<file path="config.mk">
export PLATFORM = sky130hd
export DESIGN_NAME = dphy_byte_aligner
export DESIGN_NICKNAME = d
export VERILOG_FILES = /design/src/rtl/dphy_byte_aligner.sv
export SDC_FILE = /design/constraint.sdc
export NUM_CORES = 1
export LEC_CHECK = 0
export ABC_CLOCK_PERIOD_IN_PS = 1640
export BUFFER_PORTS_ARGS = -buffer_cell sky130_fd_sc_hd__buf_2
export CAP_MARGIN = 20
export CORE_UTILIZATION = 43
export DETAILED_ROUTE_END_ITERATION = 10
export PLACE_DENSITY = 0.65
export SLEW_MARGIN = 10
export SYNTH_ARGS = -nofsm -noshare
export SYNTH_HDL_FRONTEND = slang
export SYNTH_SLANG_ARGS = --single-unit
</file>
<file path="constraint.sdc">
create_clock -name byte_clk_i -period 1.64 [get_ports byte_clk_i]
set_clock_uncertainty 0.1 [all_clocks]
set_input_delay 0.082 -clock byte_clk_i [delete_from_list [all_inputs] [get_ports byte_clk_i]]
set_output_delay 0.082 -clock byte_clk_i [all_outputs]
set_load 0.01 [all_outputs]
</file>
<file path="src/rtl/dphy_byte_aligner.sv">
`default_nettype none
`timescale 1ns/1ps
// ============================================================================
// dphy_byte_aligner - finds the HS sync byte at any bit offset in the
// deserialized lane stream and emits byte-aligned payload with a valid flag.
// Revision: 1.0
// ============================================================================
module dphy_byte_aligner #(
  parameter logic [7:0]  SYNC_BYTE    = 8'hB8,
  parameter int unsigned SYNC_TIMEOUT = 32
) (
  input  logic       byte_clk_i,
  input  logic       rst_n_i,
  input  logic       hs_en_i,
  input  logic [7:0] byte_data_i,
  output logic [7:0] byte_data_o,
  output logic       valid_o,
  output logic       sync_found_o,
  output logic       sync_err_o,
  output logic [2:0] offset_o
);

  localparam int unsigned      CNT_W    = $clog2(SYNC_TIMEOUT + 1);
  localparam logic [CNT_W-1:0] CNT_LAST = CNT_W'(SYNC_TIMEOUT - 1);
  localparam logic [CNT_W-1:0] CNT_MAX  = CNT_W'(SYNC_TIMEOUT);

  localparam logic [1:0] ST_IDLE    = 2'd0;
  localparam logic [1:0] ST_HUNT    = 2'd1;
  localparam logic [1:0] ST_ALIGNED = 2'd2;
  localparam logic [1:0] ST_ERR     = 2'd3;

  logic [1:0]       state_q, state_d;
  logic [7:0]       prev_q;
  logic [CNT_W-1:0] cnt_q, cnt_d;
  logic [7:0]       byte_data_q, byte_data_d;
  logic             valid_q, valid_d;
  logic             sync_found_q, sync_found_d;
  logic             sync_err_q, sync_err_d;
  logic [2:0]       offset_q, offset_d;

  logic [15:0]      window;
  logic [7:0]       cand;
  logic             match;
  logic [2:0]       match_k;

  assign window = {byte_data_i, prev_q};
  assign cand   = window[offset_q +: 8];

  // Scan downwards so the lowest matching offset is the one left standing.
  always_comb begin
    match   = 1'b0;
    match_k = 3'd0;
    for (int k = 7; k >= 0; k--) begin
      if (window[k +: 8] == SYNC_BYTE) begin
        match   = 1'b1;
        match_k = 3'(k);
      end
    end
  end

  always_ff @(posedge byte_clk_i or negedge rst_n_i) begin
    if (!rst_n_i) begin
      state_q      <= ST_IDLE;
      prev_q       <= 8'h00;
      cnt_q        <= '0;
      byte_data_q  <= 8'h00;
      valid_q      <= 1'b0;
      sync_found_q <= 1'b0;
      sync_err_q   <= 1'b0;
      offset_q     <= 3'd0;
    end else begin
      state_q      <= state_d;
      prev_q       <= byte_data_i;
      cnt_q        <= cnt_d;
      byte_data_q  <= byte_data_d;
      valid_q      <= valid_d;
      sync_found_q <= sync_found_d;
      sync_err_q   <= sync_err_d;
      offset_q     <= offset_d;
    end
  end

  always_comb begin
    state_d = state_q;
    case (state_q)
      ST_IDLE:    if (hs_en_i) state_d = ST_HUNT;
      ST_HUNT: begin
        if (!hs_en_i)              state_d = ST_IDLE;
        else if (match)            state_d = ST_ALIGNED;
        else if (cnt_q == CNT_LAST) state_d = ST_ERR;
      end
      ST_ALIGNED: if (!hs_en_i) state_d = ST_IDLE;
      ST_ERR:     if (!hs_en_i) state_d = ST_IDLE;
      default:    state_d = ST_IDLE;
    endcase
  end

  // The match cycle itself never loads byte_data, so the sync byte is not emitted.
  always_comb begin
    cnt_d        = '0;
    byte_data_d  = byte_data_q;
    valid_d      = 1'b0;
    sync_found_d = 1'b0;
    sync_err_d   = 1'b0;
    offset_d     = offset_q;
    case (state_q)
      ST_HUNT: begin
        if (hs_en_i) begin
          if (match) begin
            offset_d     = match_k;
            sync_found_d = 1'b1;
          end else if (cnt_q == CNT_LAST) begin
            sync_err_d = 1'b1;
          end else if (cnt_q != CNT_MAX) begin
            cnt_d = cnt_q + CNT_W'(1);
          end
        end
      end
      ST_ALIGNED: begin
        valid_d      = hs_en_i;
        sync_found_d = hs_en_i;
        if (hs_en_i) byte_data_d = cand;
      end
      default: ;
    endcase
  end

  assign byte_data_o  = byte_data_q;
  assign valid_o      = valid_q;
  assign sync_found_o = sync_found_q;
  assign sync_err_o   = sync_err_q;
  assign offset_o     = offset_q;

endmodule
`default_nettype wire

</file>
Word-level counts from Yosys, hierarchy flattened
Cells that the tools add are included.
- word-level logic and storage cells: 66
- memories: 0
- latch bits: 0
- input port bits: 11
- memory bits (writable): 0
- ROM bits: 0
- register bits: 30
- shift-type cells: 1
- add/subtract/negate cells: 1
- eq/ne operators: 16
- bitwise operators: 0
- mux-type cells: 35
- divide/modulo/power cells: 0
- reductions and logical operators: 5
- multiply operators: 0
- magnitude comparators: 0
- operator list (kind ; count):
    $eq 8x8->1 const B ; 8
    $mux 6 ; 5
    $mux 3 ; 8
    $shiftx 16x4->8 ; 1
    $mux 1 ; 15
    $mux 2 ; 5
    $add 6x1->6 const B ; 1
    $eq 6x5->1 const B ; 1
    $ne 6x6->1 const B ; 1
    $pmux 2 s3 ; 1
    $reduce_and 3->1 ; 2
    $eq 2x2->1 const B ; 2
    $ne 2x2->1 const B ; 2
    $ne 4x4->1 const B ; 1
    $eq 2x1->1 const B ; 1
    $logic_not 2->1 ; 1
    $pmux 1 s2 ; 1
    $reduce_and 2->1 ; 1
    $reduce_or 2->1 ; 1

Longest topological paths before layout
Gate-level depths: netlist (run 1).
- depth in word-level cells: 12
- mapped depth: 7
- depth with buffers taken out: 7

Worst setup path after synthesis (run 1)
Ideal clock, no wire load.
- kind: register to register
- from: reg prev_q[7]
- to: reg cnt_q[2]
- slack: -0.126 ns
- path buffers: 2
- arrival: 1.565 ns
- stages on the path, launching flop included: 8
- required time: 1.439 ns
- cell sequence: dfrtp_1 > buf_6 > and4bb_2 > o21ai_2 > nand4_2 > or2_1 > buf_6 > nor4_1
- longest elaborated chain between the ends: 12
- elaborated cells on any way between the ends: 19
- classes of those cells: eq/ne: 8; mux: 11
- RTL lines (item ; RTL line ; source):
    start, declared ; 33 ; logic [7:0] prev_q;
    start signal, assigned ; 73 ; prev_q <= byte_data_i;
    $eq 8x8->1 ; 54 ; if (window[k +: 8] == SYNC_BYTE) begin
    $mux 1 (7 in series) ; 54 ;
    $mux 1 * ; 54 ;
    $mux 6 * ; 109 ; if (match) begin
    $mux 6 * ; 108 ; if (hs_en_i) begin
    $mux 6 * ; 106 ; case (state_q)
    named net cnt_d[2] ; 34 ; logic [CNT_W-1:0] cnt_q, cnt_d;
    end signal, assigned ; 74 ; cnt_q <= cnt_d;
    end, declared ; 34 ;
Mark *: on every way through the listed nets, which the timed path passes. The rest lies on a longest branch.
A chain may end at the register's enable or synchronous reset.

Worst setup path in the final report (run 1)
- from: reg prev_q[5]
- to: reg offset_q[0], in the netlist offset_o[0]
- longest elaborated chain between the ends: 8
- elaborated cells on any way between the ends: 19
- classes of those cells: eq/ne: 6; mux: 12; reduce/logical: 1
- RTL lines (item ; RTL line ; source):
    $eq 8x8->1 ; 54 ;
    $mux 1 (6 in series) ; 54 ;
    $reduce_and 3->1 (no line) ; n/a ;
    end signal, assigned ; 79 ; offset_q <= offset_d;
    end, declared ; 39 ; logic [2:0] offset_q, offset_d;
Several ways; a longest one is shown, not always the timed one.

==> flow_summary.toml, run 1 <==
[status]
outcome = "finished with violations"
violations = "setup timing"

[cts]
clock_sinks = 30
cts_tree = "built"
clk_path_buf_depth = 2
cts_root_buf = "clkbuf_8"
insertion_delay_ns = 0.28
numCtsBuffers = 5
cts-htree-levels = 2
clkTransAtPathRegs_ns = 0.06

[sta]
drv_slew = 0
slew_headroom_pct = 54.44
rsz0062_at_grt = "true"
setup_viol = 11
fin_ws_ns = -0.1123
post-route-min-period_ns = 1.752
period_share_pct = 106.8
hold_viol_final = 0
whs_ns = 0.02005
worst_pin_slew_ns = 0.6835
max_freq_mhz = 570.7

[logic_synthesis]
synth_seq_cells = 30
synth_nets = 177
synth_top_area_share_pct = 42.55
yosys-top-cells-area = "dfrtp_1 (43%), mux2i_1 (9.1%), mux4_2 (5.1%)"
yosysWarnings = 0
netlist_area_mm2 = 0.001764
ys.flop_type = "dfrtp_1"
syn_inst = 160
synth-seq-area-share_pct = 42.55
ys_types = 34
yosysTopAreaCell = "dfrtp_1"
synth_edf_count = 0
postSynthAreaPerCell_um2 = 11.03
ys_async_sr_fraction_pct = 100.0

[routing]
dr_total_vias = 1455
viasPerCell = 5.491
drc = 0
first_iter_violations = 29
wl_um = 4187
antenna_left = 0
drt_pass1_iterations = 4
wl_per_cell_um = 15.80

[placed_design]
pre_cts_ws_ns = -0.1859
portBuffers = 24
dpl.hpwl_um = 2834
dp.cells = 243
gp_congestion = 0.8453

[floorplanning]
rows = 22
die_y_um = 66.05
ios = 25
die_w_um = 66.05
start_util_pct = 46.44
core_mm2 = 0.003799
dieArea_mm2 = 0.004363

[setup_path]
max_stage_delay_ns = 0.42
crit_buf_inv = 1
slowest_stage = "dfrtp_1"
crit_family = "simple AND/OR/NAND/NOR gates"
critPathLaunchType = "register"
crit_fanout = 6
crit_required_ns = 1.70
crit_arrival_ns = 1.81
path_class = "register to register"
end_kind = "register"
cp_cell_sequence = "nor4bb_2 > buf_4 > o21ai_4 > nand4_2 > and2b_2 > mux2_4"

[min_path]
hold_path.class = "input pin to register"

[final_layout]
utilization_pct = 63.41
layout.cells.non_filler = 265
n_antenna_cell = 0
final_nets = 234
area_growth_pct = 36.52
drive_gt1_share_pct = 43.78

[global_routing]
grt_usage_pct = 21.61
grt_pass1_vias = 1459
use_met1_pct = 27.71
gr-total-overflow = 0
gr-max-usage-layer = "met2"
use_met2_pct = 34.06
grt_max_degree = 31
antenna_found_initial = 0
grt_pass1_wl_um = 6886
met3_usage_pct = 5.862

[run]
drv_cap = 0

[pwr]
power_uw = 2224
p_leak_uw = 0.001046
peakVddDrop_uv = 561.4
power_density_mw_per_mm2 = 923.4
==> layout make-up <==
cell class / instances / area, um2
clock buffer: 5 / 68.82
clock inverter: 2 / 10.01
fill: 321 / 1390
inverter: 4 / 15.01
multi-input combinational: 118 / 1080
sequential: 30 / 754.5
tap: 48 / 60.06
timing repair buffer: 58 / 420.4
==> logic make-up (layout without fill, tap and decap cells) <==
group | after synthesis | count (layout) | synth area share, %
AOI/OAI and AO/OA | 27 | 27 | 9.007
DFF | 30 | 30 | 42.55
buffers and inverters | 12 | 69 | 3.546
and+or+nand+nor | 56 | 56 | 21.28
adders and majority gates | 6 | 6 | 4.255
muxes | 25 | 25 | 17.38
xor gates and xnor gates | 4 | 4 | 1.986
==> where the power goes <==
part | switching [uW] | internal [uW]
Combinational | 343 | 322
Clock | 260 | 284
Sequential | 129 | 886
==> placed cells by master (no fill, tap or decap), drive strengths merged, types with 5 or more instances in the layout <==
master,count
mux2,5
buf,50
mux2i,16
o21ai,9
ha,6
a21oi,13
nor2,16
nand2,8
dfrtp,30
clkbuf,5
and4bb,9
dlygate4sd3,8
==> layer usage <==
metal  vias up  share of wire [%]
met5         -                  0
li1        702                  -
met3         6                3.5
met1       711                 46
met4         0                1.7
met2        36                 48
==> timing repair <==
item | in CTS | in global routing
endpoints found under the setup margin | 9 | 20
endpoints found under the hold margin | 37 | 0
gates resized for setup | 12 | 14
setup buffers | 7 | 1
hold buffers | 8 | 0
pin swaps | 3 | 8
==> registers in the layout, indices dropped and copies added, names as in the netlist <==
register	flops
sync_err_o	1
state_q	2
cnt_q	6
sync_found_o	1
valid_o	1
offset_o	3
prev_q	8
byte_data_o	8
==> through the flow <==
stage                     instance area, um2  TNS [ns]
after global placement                  2069   -0.5103
after global routing                    2409    -2.015
final                                   2409   -0.5364
after detailed placement                2069    -1.144
after floorplan                         1777   -0.2279
after CTS                               2335   -0.3353
==> synthesized netlist by cell type (2+ instances only) <==
cell and instances:
xor2_1 2, nor2_1 16, buf_6 2, and4bb_2 4, o21ai_0 5, buf_2 2, xnor2_1 2, nor4bb_1 3
inv_1 4, mux2_2 5, nor4_1 4, or3_1 2, nand2_1 8, and4bb_1 5, nand3_1 2, mux2i_1 16
nor3b_1 2, a21oi_1 13, and2b_2 2, nor4b_1 2, dfrtp_1 30, nand3b_1 2, ha_1 6, o22ai_1 2
o21ai_2 4, clkbuf_1 4, mux4_2 4
==> final timing paths <==
check / from / endpoint / slack [ns] / cells past startpoint
worst min register to register: byte_data_o[5] / byte_data_o[5] / 0.42 / 2
worst min-delay path: byte_data_i[2] / prev_q[2] / 0.02 / 2
max in group asynchronous: rst_n_i / prev_q[6] / 0.67 / 2
min in group asynchronous: rst_n_i / cnt_q[0] / 0.28 / 2
worst max register to register: prev_q[5] / offset_o[0] / -0.11 / 6
worst max-delay path: prev_q[5] / offset_o[0] / -0.11 / 6
No activity file was read; power rests on OpenSTA's default activity.
==> inputs of run 2 (changes only) <==
==> constraint.sdc (replaced) <==
create_clock -name byte_clk_i -period 1.64 [get_ports byte_clk_i]
set_clock_uncertainty 0.1 [all_clocks]
set_input_delay 0 -clock byte_clk_i [delete_from_list [all_inputs] [get_ports byte_clk_i]]
set_output_delay 0 -clock byte_clk_i [all_outputs]
set_load 0.01 [all_outputs]
==> flow_summary.toml, run 2 (synthesized netlist as in run 1, its figures left out) <==
[status]
outcome = "finished with violations"
violations = "setup timing"

[routing]
drc = 0
viasPerCell = 5.442
first_iter_violations = 33
antenna_left = 0
wl_um = 4292
wl_per_cell_um = 16.20
dr_total_vias = 1442
drt_pass1_iterations = 4

[cts]
cts-htree-levels = 2
numCtsBuffers = 5
clock_sinks = 30
cts_root_buf = "clkbuf_8"
clk_path_buf_depth = 2
clkTransAtPathRegs_ns = 0.07
cts_tree = "built"
insertion_delay_ns = 0.28

[global_routing]
grt_pass1_vias = 1459
grt_pass1_wl_um = 6906
grt_max_degree = 31
grt_usage_pct = 21.56
antenna_found_initial = 0
gr-total-overflow = 0

[pwr]
p_leak_uw = 0.001066
power_density_mw_per_mm2 = 952.6
peakVddDrop_uv = 521.2

[sta]
post-route-min-period_ns = 1.761
slew_headroom_pct = 55.69
hold_viol_final = 0
setup_viol = 9
fin_ws_ns = -0.1207
drv_slew = 0
tns_ns = -0.5268
worst_pin_slew_ns = 0.6646
period_share_pct = 107.4
max_freq_mhz = 568.0
rsz0062_at_grt = "true"

[final_layout]
area_growth_pct = 38.44
final_cell_mix = "dfrtp_1 (26), buf_2 (24), buf_4 (21)"
regArea_um2 = 755.7
final_nets = 233
n_antenna_cell = 0
multi_input_area_mm2 = 0.001101
layout_commonest_cell = "dfrtp_1"
utilization_pct = 64.30
drive_gt1_share_pct = 43.32
fillers = 305

[setup_path]
cp_cell_sequence = "nor4bb_4 > buf_4 > o21ai_4 > nand4_4 > and2b_2 > mux2_2"
path_class = "register to register"
crit_arrival_ns = 1.82
slowest_stage = "dfrtp_2"
critPathLaunchType = "register"
crit_fanout = 4
max_stage_delay_ns = 0.43
crit_required_ns = 1.70
end_kind = "register"

[floorplanning]
core_mm2 = 0.003799
die_y_um = 66.05
dieArea_mm2 = 0.004363
rows = 22
ios = 25
start_util_pct = 46.44
die_w_um = 66.05

[placed_design]
portBuffers = 24
dpl.hpwl_um = 2958
gp_congestion = 0.8822

[min_path]
hold_path.class = "input pin to register"

[run]
drv_cap = 0
-- run 2: cell count changes in the layout (fill, tap and decap cells not counted), sizes merged --
cell	previous run	this run
clkbuf	5	7
buf	50	48
clkinv	2	1
dlygate4sd3	8	9
-- run 2: worst paths after layout --
| path | startpoint | endpoint | slack, ns | depth (start not counted) |
|---|---|---|---|---|
| hold reg to reg | byte_data_o[5] | byte_data_o[5] | 0.43 | 2 |
| min in group asynchronous | rst_n_i | cnt_q[0] | 0.18 | 2 |
| hold / removal | hs_en_i | state_q[1] | 0.04 | 3 |
| setup / recovery | prev_q[4] | offset_o[1] | -0.12 | 6 |
| setup reg to reg | prev_q[4] | offset_o[1] | -0.12 | 6 |
| max in group asynchronous | rst_n_i | prev_q[4] | 0.78 | 2 |
-- run 2: final cells by class --
cell class              instances  share of cell area (%)
clock buffers                   7                   3.535
clock inverters                 1                  0.2049
multi-input cells             118                   45.08
inverters                       4                  0.6148
well taps                      48                   2.459
flip-flops and latches         30                   30.94
repair buffers                 57                   17.16
-- run 2: worst max-delay path, delay by kind of cell, from the launching register on --
| family | cells | cell delay [ns] |
|---|---|---|
| simple gates | 3 | 0.55 |
| buf+inv | 1 | 0.17 |
| flops | 1 | 0.43 |
| mux | 1 | 0.33 |
| compound gates | 1 | 0.07 |
-- run 2: routing by layer --
metal	GRT usage, %	up-vias	wire length (um)
li1	-	701	-
met1	26.34	697	1831
met2	36.99	37	2220
met3	4.655	7	183
met4	7.979	0	57
met5	0	-	0
-- run 2: power breakdown --
group / internal (uW) / switching (uW) / leakage (uW)
Combinational: 347 / 352 / 0.000638
Sequential: 886 / 134 / 0.000380
Clock: 338 / 269 / 0.0000482
-- run 2: repair_timing --
item | CTS | global route
resized for setup | 17 | 12
pin swaps | 6 | 3
hold buffers | 9 | 0
setup endpoints to repair | 10 | 20
endpoints found under the hold margin | 38 | 0
setup buffers | 4 | 3
-- run 2: metrics by stage --
stage	worst slack [ns]	std cells	total power (uW)	hold slack [ns]	cell area, um2
floorplan	-0.07426	160	1384	-0.3956	1777
CTS	-0.1152	262	2305	0.03189	2360
global route	-0.1667	265	2466	0.08740	2442
detailed placement	-0.1882	241	1635	-0.02831	2054
global placement	-0.08748	241	1596	-0.03981	2054
finish	-0.1207	265	2327	0.03968	2442
